$ cat src/rtl/euler_input_interpolator_pkg.sv
// Shared definitions for the Euler input interpolator: FSM encoding and the
// solver memory map slots used by the interpolation handshake.
package euler_input_interpolator_pkg;

  typedef enum logic [2:0] {
    ST_IDLE      = 3'd0,
    ST_CFG_RD    = 3'd1,
    ST_CFG_LATCH = 3'd2,
    ST_H_WR      = 3'd3,
    ST_EL        = 3'd4,
    ST_ADV       = 3'd5,
    ST_DONE      = 3'd6
  } interp_state_t;

  // Solver RAM map
  localparam int MM_M_ADD    = 1;     // input vector length m
  localparam int MM_U_ADD    = 5257;  // base of U(t) output vector
  localparam int MM_H_ADD    = 5457;  // step size output slot
  localparam int MM_HCFG_ADD = 5458;  // configured step size
  localparam int MM_UTAB_ADD = 5507;  // sampled input table base

endpackage

$ cat src/rtl/add_sub_cla.sv
// Carry-lookahead style adder/subtractor; sub=1 computes a - b.
module add_sub_cla #(
  parameter int W = 16
) (
  input  logic [W-1:0] a,
  input  logic [W-1:0] b,
  input  logic         sub,
  output logic [W-1:0] s,
  output logic         co
);

  logic [W-1:0] bx;
  logic [W-1:0] g;
  logic [W-1:0] p;
  logic [W:0]   c;

  assign bx = b ^ {W{sub}};
  assign g  = a & bx;
  assign p  = a ^ bx;

  // Carry chain from generate/propagate terms, carry-in is the subtract flag
  always_comb begin
    c    = '0;
    c[0] = sub;
    for (int k = 0; k < W; k++) begin
      c[k+1] = g[k] | (p[k] & c[k]);
    end
  end

  assign s  = p ^ c[W-1:0];
  assign co = c[W];

endmodule

$ cat src/rtl/euler_input_interpolator_lerp_unit.sv
// Combinational linear interpolation: y = u0 + ((u1 - u0) * frac) >>> FRAC_BITS,
// all sums wrapping at W bits.
module lerp_unit #(
  parameter int W         = 16,
  parameter int FRAC_BITS = 4
) (
  input  logic signed [W-1:0]   u0,
  input  logic signed [W-1:0]   u1,
  input  logic [FRAC_BITS-1:0]  frac,
  output logic signed [W-1:0]   y
);

  logic signed [W-1:0]   diff;
  logic signed [W-1:0]   scaled;
  logic [W-1:0]          frac_x;
  logic [2*W-1:0]        prod;
  logic                  unused_co_d;
  logic                  unused_co_s;

  // Arithmetic shift on the full product first, then keep the low W bits
  function automatic logic signed [W-1:0] shr_trunc(input logic [2*W-1:0] p);
    logic signed [2*W-1:0] s;
    s = $signed(p) >>> FRAC_BITS;
    return s[W-1:0];
  endfunction

  assign frac_x = {{(W-FRAC_BITS){1'b0}}, frac};

  add_sub_cla #(.W(W)) u_diff (
    .a   (u1),
    .b   (u0),
    .sub (1'b1),
    .s   (diff),
    .co  (unused_co_d)
  );

  multiplier_16bit #(.W(W)) u_mul (
    .a  (diff),
    .b  (frac_x),
    .tc (1'b1),
    .p  (prod)
  );

  assign scaled = shr_trunc(prod);

  add_sub_cla #(.W(W)) u_sum (
    .a   (u0),
    .b   (scaled),
    .sub (1'b0),
    .s   (y),
    .co  (unused_co_s)
  );

endmodule

$ cat src/rtl/multiplier_16bit.sv
// WxW multiplier with a run-time two's-complement select; tc=0 is unsigned.
module multiplier_16bit #(
  parameter int W = 16
) (
  input  logic [W-1:0]   a,
  input  logic [W-1:0]   b,
  input  logic           tc,
  output logic [2*W-1:0] p
);

  logic signed [W:0]     a_x;
  logic signed [W:0]     b_x;
  logic signed [2*W+1:0] full;
  logic [1:0]            unused_top;

  assign a_x        = {tc & a[W-1], a};
  assign b_x        = {tc & b[W-1], b};
  assign full       = a_x * b_x;
  assign p          = full[2*W-1:0];
  assign unused_top = full[2*W+1:2*W];

endmodule

$ cat src/rtl/euler_input_interpolator.sv
// Responder for the solver interpolation request: writes h and U(t) into the
// solver RAM slots, advances the internal time and signals completion.
module euler_input_interpolator
  import euler_input_interpolator_pkg::*;
#(
  parameter int ADDRESS_WIDTH  = 13,
  parameter int DATA_WIDTH     = 64,
  parameter int CUR_DATA_WIDTH = 16,
  parameter int FRAC_BITS      = 4,
  parameter int NSAMP          = 32,
  parameter int M_ADD          = MM_M_ADD,
  parameter int HCFG_ADD       = MM_HCFG_ADD,
  parameter int U_ADD          = MM_U_ADD,
  parameter int H_ADD          = MM_H_ADD,
  parameter int UTAB_ADD       = MM_UTAB_ADD
) (
  input  logic                      CLK,
  input  logic                      RST,
  input  logic                      Interpolate_Enable,
  output logic                      Interpolate_DONE,
  output logic                      BUSY,
  input  logic [DATA_WIDTH-1:0]     RAM_DATA_RD1,
  input  logic [DATA_WIDTH-1:0]     RAM_DATA_RD2,
  output logic [ADDRESS_WIDTH-1:0]  RAM_ADD_RD1,
  output logic [ADDRESS_WIDTH-1:0]  RAM_ADD_RD2,
  output logic [ADDRESS_WIDTH-1:0]  RAM_ADD_WR,
  output logic [DATA_WIDTH-1:0]     RAM_DATA_WR,
  output logic                      RAM_ENABLE_WR,
  output logic [CUR_DATA_WIDTH-1:0] T_CUR
);

  localparam int CW = CUR_DATA_WIDTH;
  localparam int AW = ADDRESS_WIDTH;
  localparam logic [CW-1:0] ONE_C  = CW'(1);
  localparam logic [CW-1:0] LAST_I = CW'(NSAMP - 1);

  interp_state_t state_q, state_d;

  logic [CW-1:0]        t_cur_q, t_cur_d;
  logic [CW-1:0]        m_q, m_d;
  logic [CW-1:0]        h_q, h_d;
  logic [CW-1:0]        j_q, j_d;
  logic [FRAC_BITS-1:0] frac_q, frac_d;
  logic [AW-1:0]        row0_q, row0_d;
  logic [AW-1:0]        row1_q, row1_d;
  logic [AW-1:0]        rd1_q, rd1_d;
  logic [AW-1:0]        rd2_q, rd2_d;
  logic [AW-1:0]        wr_add_q, wr_add_d;
  logic [DATA_WIDTH-1:0] wr_data_q, wr_data_d;
  logic                 wr_en_q, wr_en_d;
  logic                 busy_q, busy_d;
  logic                 done_q, done_d;

  logic [CW-1:0]        i_full;
  logic                 clamp;
  logic [CW-1:0]        i_sel;
  logic [FRAC_BITS-1:0] frac_sel;
  logic [2*CW-1:0]      row_prod;
  logic [AW-1:0]        row0_calc;
  logic [AW-1:0]        row1_calc;
  logic signed [CW-1:0] lerp_y;
  logic [AW-1:0]        j_next_a;
  logic                 aborting;
  logic                 unused_bits;

  function automatic logic [DATA_WIDTH-1:0] sext(input logic [CW-1:0] x);
    return {{(DATA_WIDTH-CW){x[CW-1]}}, x};
  endfunction

  // Table row selection from the current time, clamped to the last sample
  assign i_full   = t_cur_q >> FRAC_BITS;
  assign clamp    = (i_full >= LAST_I);
  assign i_sel    = clamp ? LAST_I : i_full;
  assign frac_sel = clamp ? '0 : t_cur_q[FRAC_BITS-1:0];

  // Row base = i * m; m comes straight off read port 1 in CFG_LATCH
  multiplier_16bit #(.W(CW)) u_row_mul (
    .a  (i_sel),
    .b  (RAM_DATA_RD1[CW-1:0]),
    .tc (1'b0),
    .p  (row_prod)
  );

  assign row0_calc = AW'(UTAB_ADD) + row_prod[AW-1:0];
  assign row1_calc = clamp ? row0_calc : (row0_calc + AW'(RAM_DATA_RD1[CW-1:0]));

  lerp_unit #(.W(CW), .FRAC_BITS(FRAC_BITS)) u_lerp (
    .u0   (RAM_DATA_RD1[CW-1:0]),
    .u1   (RAM_DATA_RD2[CW-1:0]),
    .frac (frac_q),
    .y    (lerp_y)
  );

  assign j_next_a = AW'(j_q) + AW'(1);
  assign aborting = !Interpolate_Enable &&
                    (state_q != ST_IDLE) && (state_q != ST_DONE);

  assign unused_bits = ^{RAM_DATA_RD1[DATA_WIDTH-1:CW], RAM_DATA_RD2[DATA_WIDTH-1:CW],
                         row_prod[2*CW-1:AW]};

  // Next-state and registered-output computation
  always_comb begin
    state_d   = state_q;
    t_cur_d   = t_cur_q;
    m_d       = m_q;
    h_d       = h_q;
    j_d       = j_q;
    frac_d    = frac_q;
    row0_d    = row0_q;
    row1_d    = row1_q;
    rd1_d     = rd1_q;
    rd2_d     = rd2_q;
    wr_add_d  = wr_add_q;
    wr_data_d = wr_data_q;
    wr_en_d   = 1'b0;
    busy_d    = busy_q;
    done_d    = done_q;

    case (state_q)
      ST_IDLE: begin
        if (Interpolate_Enable) begin
          rd1_d   = AW'(M_ADD);
          rd2_d   = AW'(HCFG_ADD);
          busy_d  = 1'b1;
          state_d = ST_CFG_RD;
        end else begin
          done_d = 1'b0;
          busy_d = 1'b0;
        end
      end
      ST_CFG_RD: begin
        state_d = ST_CFG_LATCH;
      end
      ST_CFG_LATCH: begin
        m_d     = RAM_DATA_RD1[CW-1:0];
        h_d     = RAM_DATA_RD2[CW-1:0];
        frac_d  = frac_sel;
        row0_d  = row0_calc;
        row1_d  = row1_calc;
        state_d = ST_H_WR;
      end
      ST_H_WR: begin
        wr_add_d  = AW'(H_ADD);
        wr_data_d = sext(h_q);
        wr_en_d   = 1'b1;
        rd1_d     = row0_q;
        rd2_d     = row1_q;
        j_d       = '0;
        state_d   = (m_q == '0) ? ST_ADV : ST_EL;
      end
      ST_EL: begin
        wr_add_d  = AW'(U_ADD) + AW'(j_q);
        wr_data_d = sext(lerp_y);
        wr_en_d   = 1'b1;
        rd1_d     = row0_q + j_next_a;
        rd2_d     = row1_q + j_next_a;
        j_d       = j_q + ONE_C;
        if (j_q == (m_q - ONE_C)) begin
          state_d = ST_ADV;
        end
      end
      ST_ADV: begin
        t_cur_d = t_cur_q + h_q;
        state_d = ST_DONE;
      end
      ST_DONE: begin
        busy_d = 1'b0;
        if (Interpolate_Enable) begin
          done_d = 1'b1;
        end else begin
          done_d  = 1'b0;
          state_d = ST_IDLE;
        end
      end
      default: begin
        state_d = ST_IDLE;
      end
    endcase

    if (aborting) begin
      state_d = ST_IDLE;
      t_cur_d = t_cur_q;
      wr_en_d = 1'b0;
      busy_d  = 1'b0;
      done_d  = 1'b0;
    end
  end

  // State and output registers, updated on the falling clock edge
  always_ff @(negedge CLK) begin
    if (!RST) begin
      state_q   <= ST_IDLE;
      t_cur_q   <= '0;
      m_q       <= '0;
      h_q       <= '0;
      j_q       <= '0;
      frac_q    <= '0;
      row0_q    <= '0;
      row1_q    <= '0;
      rd1_q     <= '0;
      rd2_q     <= '0;
      wr_add_q  <= '0;
      wr_data_q <= '0;
      wr_en_q   <= 1'b0;
      busy_q    <= 1'b0;
      done_q    <= 1'b0;
    end else begin
      state_q   <= state_d;
      t_cur_q   <= t_cur_d;
      m_q       <= m_d;
      h_q       <= h_d;
      j_q       <= j_d;
      frac_q    <= frac_d;
      row0_q    <= row0_d;
      row1_q    <= row1_d;
      rd1_q     <= rd1_d;
      rd2_q     <= rd2_d;
      wr_add_q  <= wr_add_d;
      wr_data_q <= wr_data_d;
      wr_en_q   <= wr_en_d;
      busy_q    <= busy_d;
      done_q    <= done_d;
    end
  end

  assign Interpolate_DONE = done_q;
  assign BUSY             = busy_q;
  assign RAM_ADD_RD1      = rd1_q;
  assign RAM_ADD_RD2      = rd2_q;
  assign RAM_ADD_WR       = wr_add_q;
  assign RAM_DATA_WR      = wr_data_q;
  assign RAM_ENABLE_WR    = wr_en_q;
  assign T_CUR            = t_cur_q;

endmodule

$ cat config.mk
export PLATFORM = sky130hd
export DESIGN_NAME = euler_input_interpolator
export DESIGN_NICKNAME = d
export VERILOG_FILES = /design/src/rtl/euler_input_interpolator_pkg.sv /design/src/rtl/add_sub_cla.sv /design/src/rtl/euler_input_interpolator_lerp_unit.sv /design/src/rtl/multiplier_16bit.sv /design/src/rtl/euler_input_interpolator.sv
export SDC_FILE = /design/constraint.sdc
export NUM_CORES = 1
export LEC_CHECK = 0
export ABC_AREA = 1
export CELL_PAD_IN_SITES_DETAIL_PLACEMENT = 0
export CELL_PAD_IN_SITES_GLOBAL_PLACEMENT = 1
export CORE_UTILIZATION = 43
export DETAILED_ROUTE_END_ITERATION = 7
export GPL_TIMING_DRIVEN = 0
export PLACE_DENSITY_LB_ADDON = 0.2
export SLEW_MARGIN = 20
export SYNTH_ARGS = -nofsm -noshare
export SYNTH_HDL_FRONTEND = slang
export SYNTH_HIERARCHICAL = 1
export SYNTH_SLANG_ARGS = --single-unit
$ cat constraint.sdc
create_clock -name CLK -period 23 [get_ports CLK]
set_input_delay 2.3 -clock CLK [delete_from_list [all_inputs] [get_ports CLK]]
set_output_delay 2.3 -clock CLK [all_outputs]
set_load 0.02 [all_outputs]
==> key figures <==
Min path
  – Worst min-delay path class: flop to flop
  – Worst Hold Path Cells: 2
  – Worst hold start: frac_q[3]
  – Hold Path End: frac_q[3]

STA
  – Slew Limit Fails: 0
  – Slew headroom: 42.61%
  – Final hold vios: 0
  – RSZ-0062 raised after global routing: true
  – Setup_tns: -5314 ps
  – Setup ws final: -1726 ps
  – Final setup vio count: 5
  – Worst Tran Pin Value: 860.8 ps
  – Final Skew: 30.19 ps

Setup path
  – Max incr delay on CP: 550 ps
  – Critical R2R Launch: frac_q[2]
  – CP Buf/Inv Count: 7
  – Crit path depth: 43
  – R2R setup slack: 12710 ps
  – Crit path max fanout: 4
  – Slowest CP cell: fa_1
  – Crit start category: primary input
  – Worst setup EP type: flop
  – Worst path most repeated cell: fa_2
  – Critical path type: primary input to flop
  – R2R depth: 38
  – Crit path DAT: 13550 ps
  – Crit path max-delay family: adder cells
  – R2R Path End: RAM_DATA_WR[62]
  – Worst EP required: 11820 ps

Floorplan
  – Die Ht: 224.3 um
  – Core ar.: 48850 sq um
  – Row Count: 81
  – Die Width: 224.3 um
  – Die area: 50290 sq um
  – Initial Util: 43.48%
  – I/O pin count: 253

Final layout
  – Commonest non-fill, non-tap cell in the layout: inv_1
  – Syn-to-layout area delta: 20.82%
  – Most frequent cells in the layout: 862 x inv_1, 701 x nand2_1, 216 x fa_1
  – FILL cells: 4999
  – Final #Nets: 3955
  – Layout cells sized above 1: 10.15%
  – Final instance count without filler cells: 4074
  – # diodes: 0

Yosys
  – Cell Area, Synth: 21240 sq um
  – Post-Syn Instances: 3035
  – Synth warn: 6
  – Synth Area per Inst: 6.998 sq um

Clock tree
  – CTS Hold Bufs: 0
  – Clock slew seen by the registers of the worst setup and hold paths: 30 ps
  – Clock buffer depth: 2
  – Worst skew pair latency: 490 ps
  – Total CTS buffers: 17
  – CTS tree: yes
  – Htree depth: 4
  – Root Driver: clkbuf_16
  – Sinks on the clock net: 153

Detailed routing
  – Drt drc: 0
  – Routed WL: 67570 um
  – Wire per inst: 16.59 um
  – ANT nets after route: 0
  – Vias per cell: 4.784
  – Detailed Route Iter0 Violations: 1146
  – Detailed Routing Iterations Pass 1: 5
  – Total number of vias: 19488

Flow run
  – Maxcap violations: 0

Global route
  – Vias in the first global route: 19823
  – GRT overflow: 0
  – Largest net degree at the start of global routing: 50
  – All-Layer GR Usage: 27.49%
  – Initial antenna violation count: 0
  – First-pass GRT wire length: 106300 um

Place
  – Port bufs: 155
  – HPWL after detailed placement: 55370 um
  – Placed instance count: 3876
  – RD Place Congestion: 0.9105

Outcome
  – Status: finished with violations
  – Failing checks: setup timing
-- per-stage QoR --
stage | setup WS, ps | utilization, % | cell area [sq um] | hold WS, ps
2_1_floorplan | -1748 | - | 21550 | 443.2
3_3_place_gp | -3339 | 48.98 | 23930 | 453.5
3_5_place_dp | -3378 | 49.03 | 23950 | 455.3
4_1_cts | -1748 | 52.18 | 25490 | 461.5
5_1_grt | -2063 | 52.54 | 25660 | 473.5
6_report | -1726 | 52.54 | 25660 | 462.9
-- worst reg2reg max path, delay by kind of cell (launching register included) --
kind / cells / cell delay, ps
fa+ha+maj: 22 / 7740
buf+inv: 11 / 1560
simple gates: 4 / 260
compound gates: 1 / 250
flops: 1 / 330
-- layer usage --
| layer | up-vias | global-route usage [%] | routed length [um] |
|---|---|---|---|
| met4 | 0 | 9.063 | 1654 |
| met2 | 448 | 48.99 | 34120 |
| met1 | 9289 | 34.22 | 29270 |
| met5 | - | 0 | 0 |
| met3 | 81 | 3.501 | 2528 |
| li1 | 9670 | - | - |
-- worst max path at each step --
stage	slack (ps)	start	endpoint
2_1_floorplan	-1750	RAM_DATA_RD2[0]	RAM_DATA_WR[62]
4_1_cts	-1750	RAM_DATA_RD1[1]	RAM_DATA_WR[62]
3_3_place_gp	-3340	RAM_DATA_RD1[1]	RAM_DATA_WR[62]
6_report	-1730	RAM_DATA_RD1[1]	RAM_DATA_WR[62]
5_1_grt	-2060	RAM_DATA_RD1[1]	RAM_DATA_WR[62]
3_5_place_dp	-3380	RAM_DATA_RD1[1]	RAM_DATA_WR[62]
-- cell type report --
class | instances | area (sq um) | area share [%]
plain buffers | 213 | 1135 | 4.422
clock buffers | 17 | 425.4 | 1.658
clock inverters | 167 | 711.9 | 2.774
inverters | 745 | 2819 | 10.98
multi-input cells | 1933 | 14890 | 58.02
flip-flops and latches | 153 | 3064 | 11.94
well taps | 664 | 830.8 | 3.237
repair buffers | 182 | 1787 | 6.962
-- state kept, by name, summed over array words and instances, names as in the netlist --
name / count
BUSY: 1
Interpolate_DONE: 1
RAM_ADD_RD1: 13
RAM_ADD_RD2: 13
RAM_ADD_WR: 11
RAM_DATA_WR: 16
RAM_ENABLE_WR: 1
T_CUR: 16
frac_q: 4
h_q: 16
j_q: 16
m_q: 16
row0_q: 13
row1_q: 13
state_q: 3
-- what timing repair did --
item	in CTS	in global routing
gates resized for setup	108	27
endpoints found under the setup margin	9	7
setup buffers	17	9
pin swaps	35	16
gates cloned	0	0
Power is not shown: default switching activity piles up to over one toggle a cycle in this logic, so the estimate is an artifact.
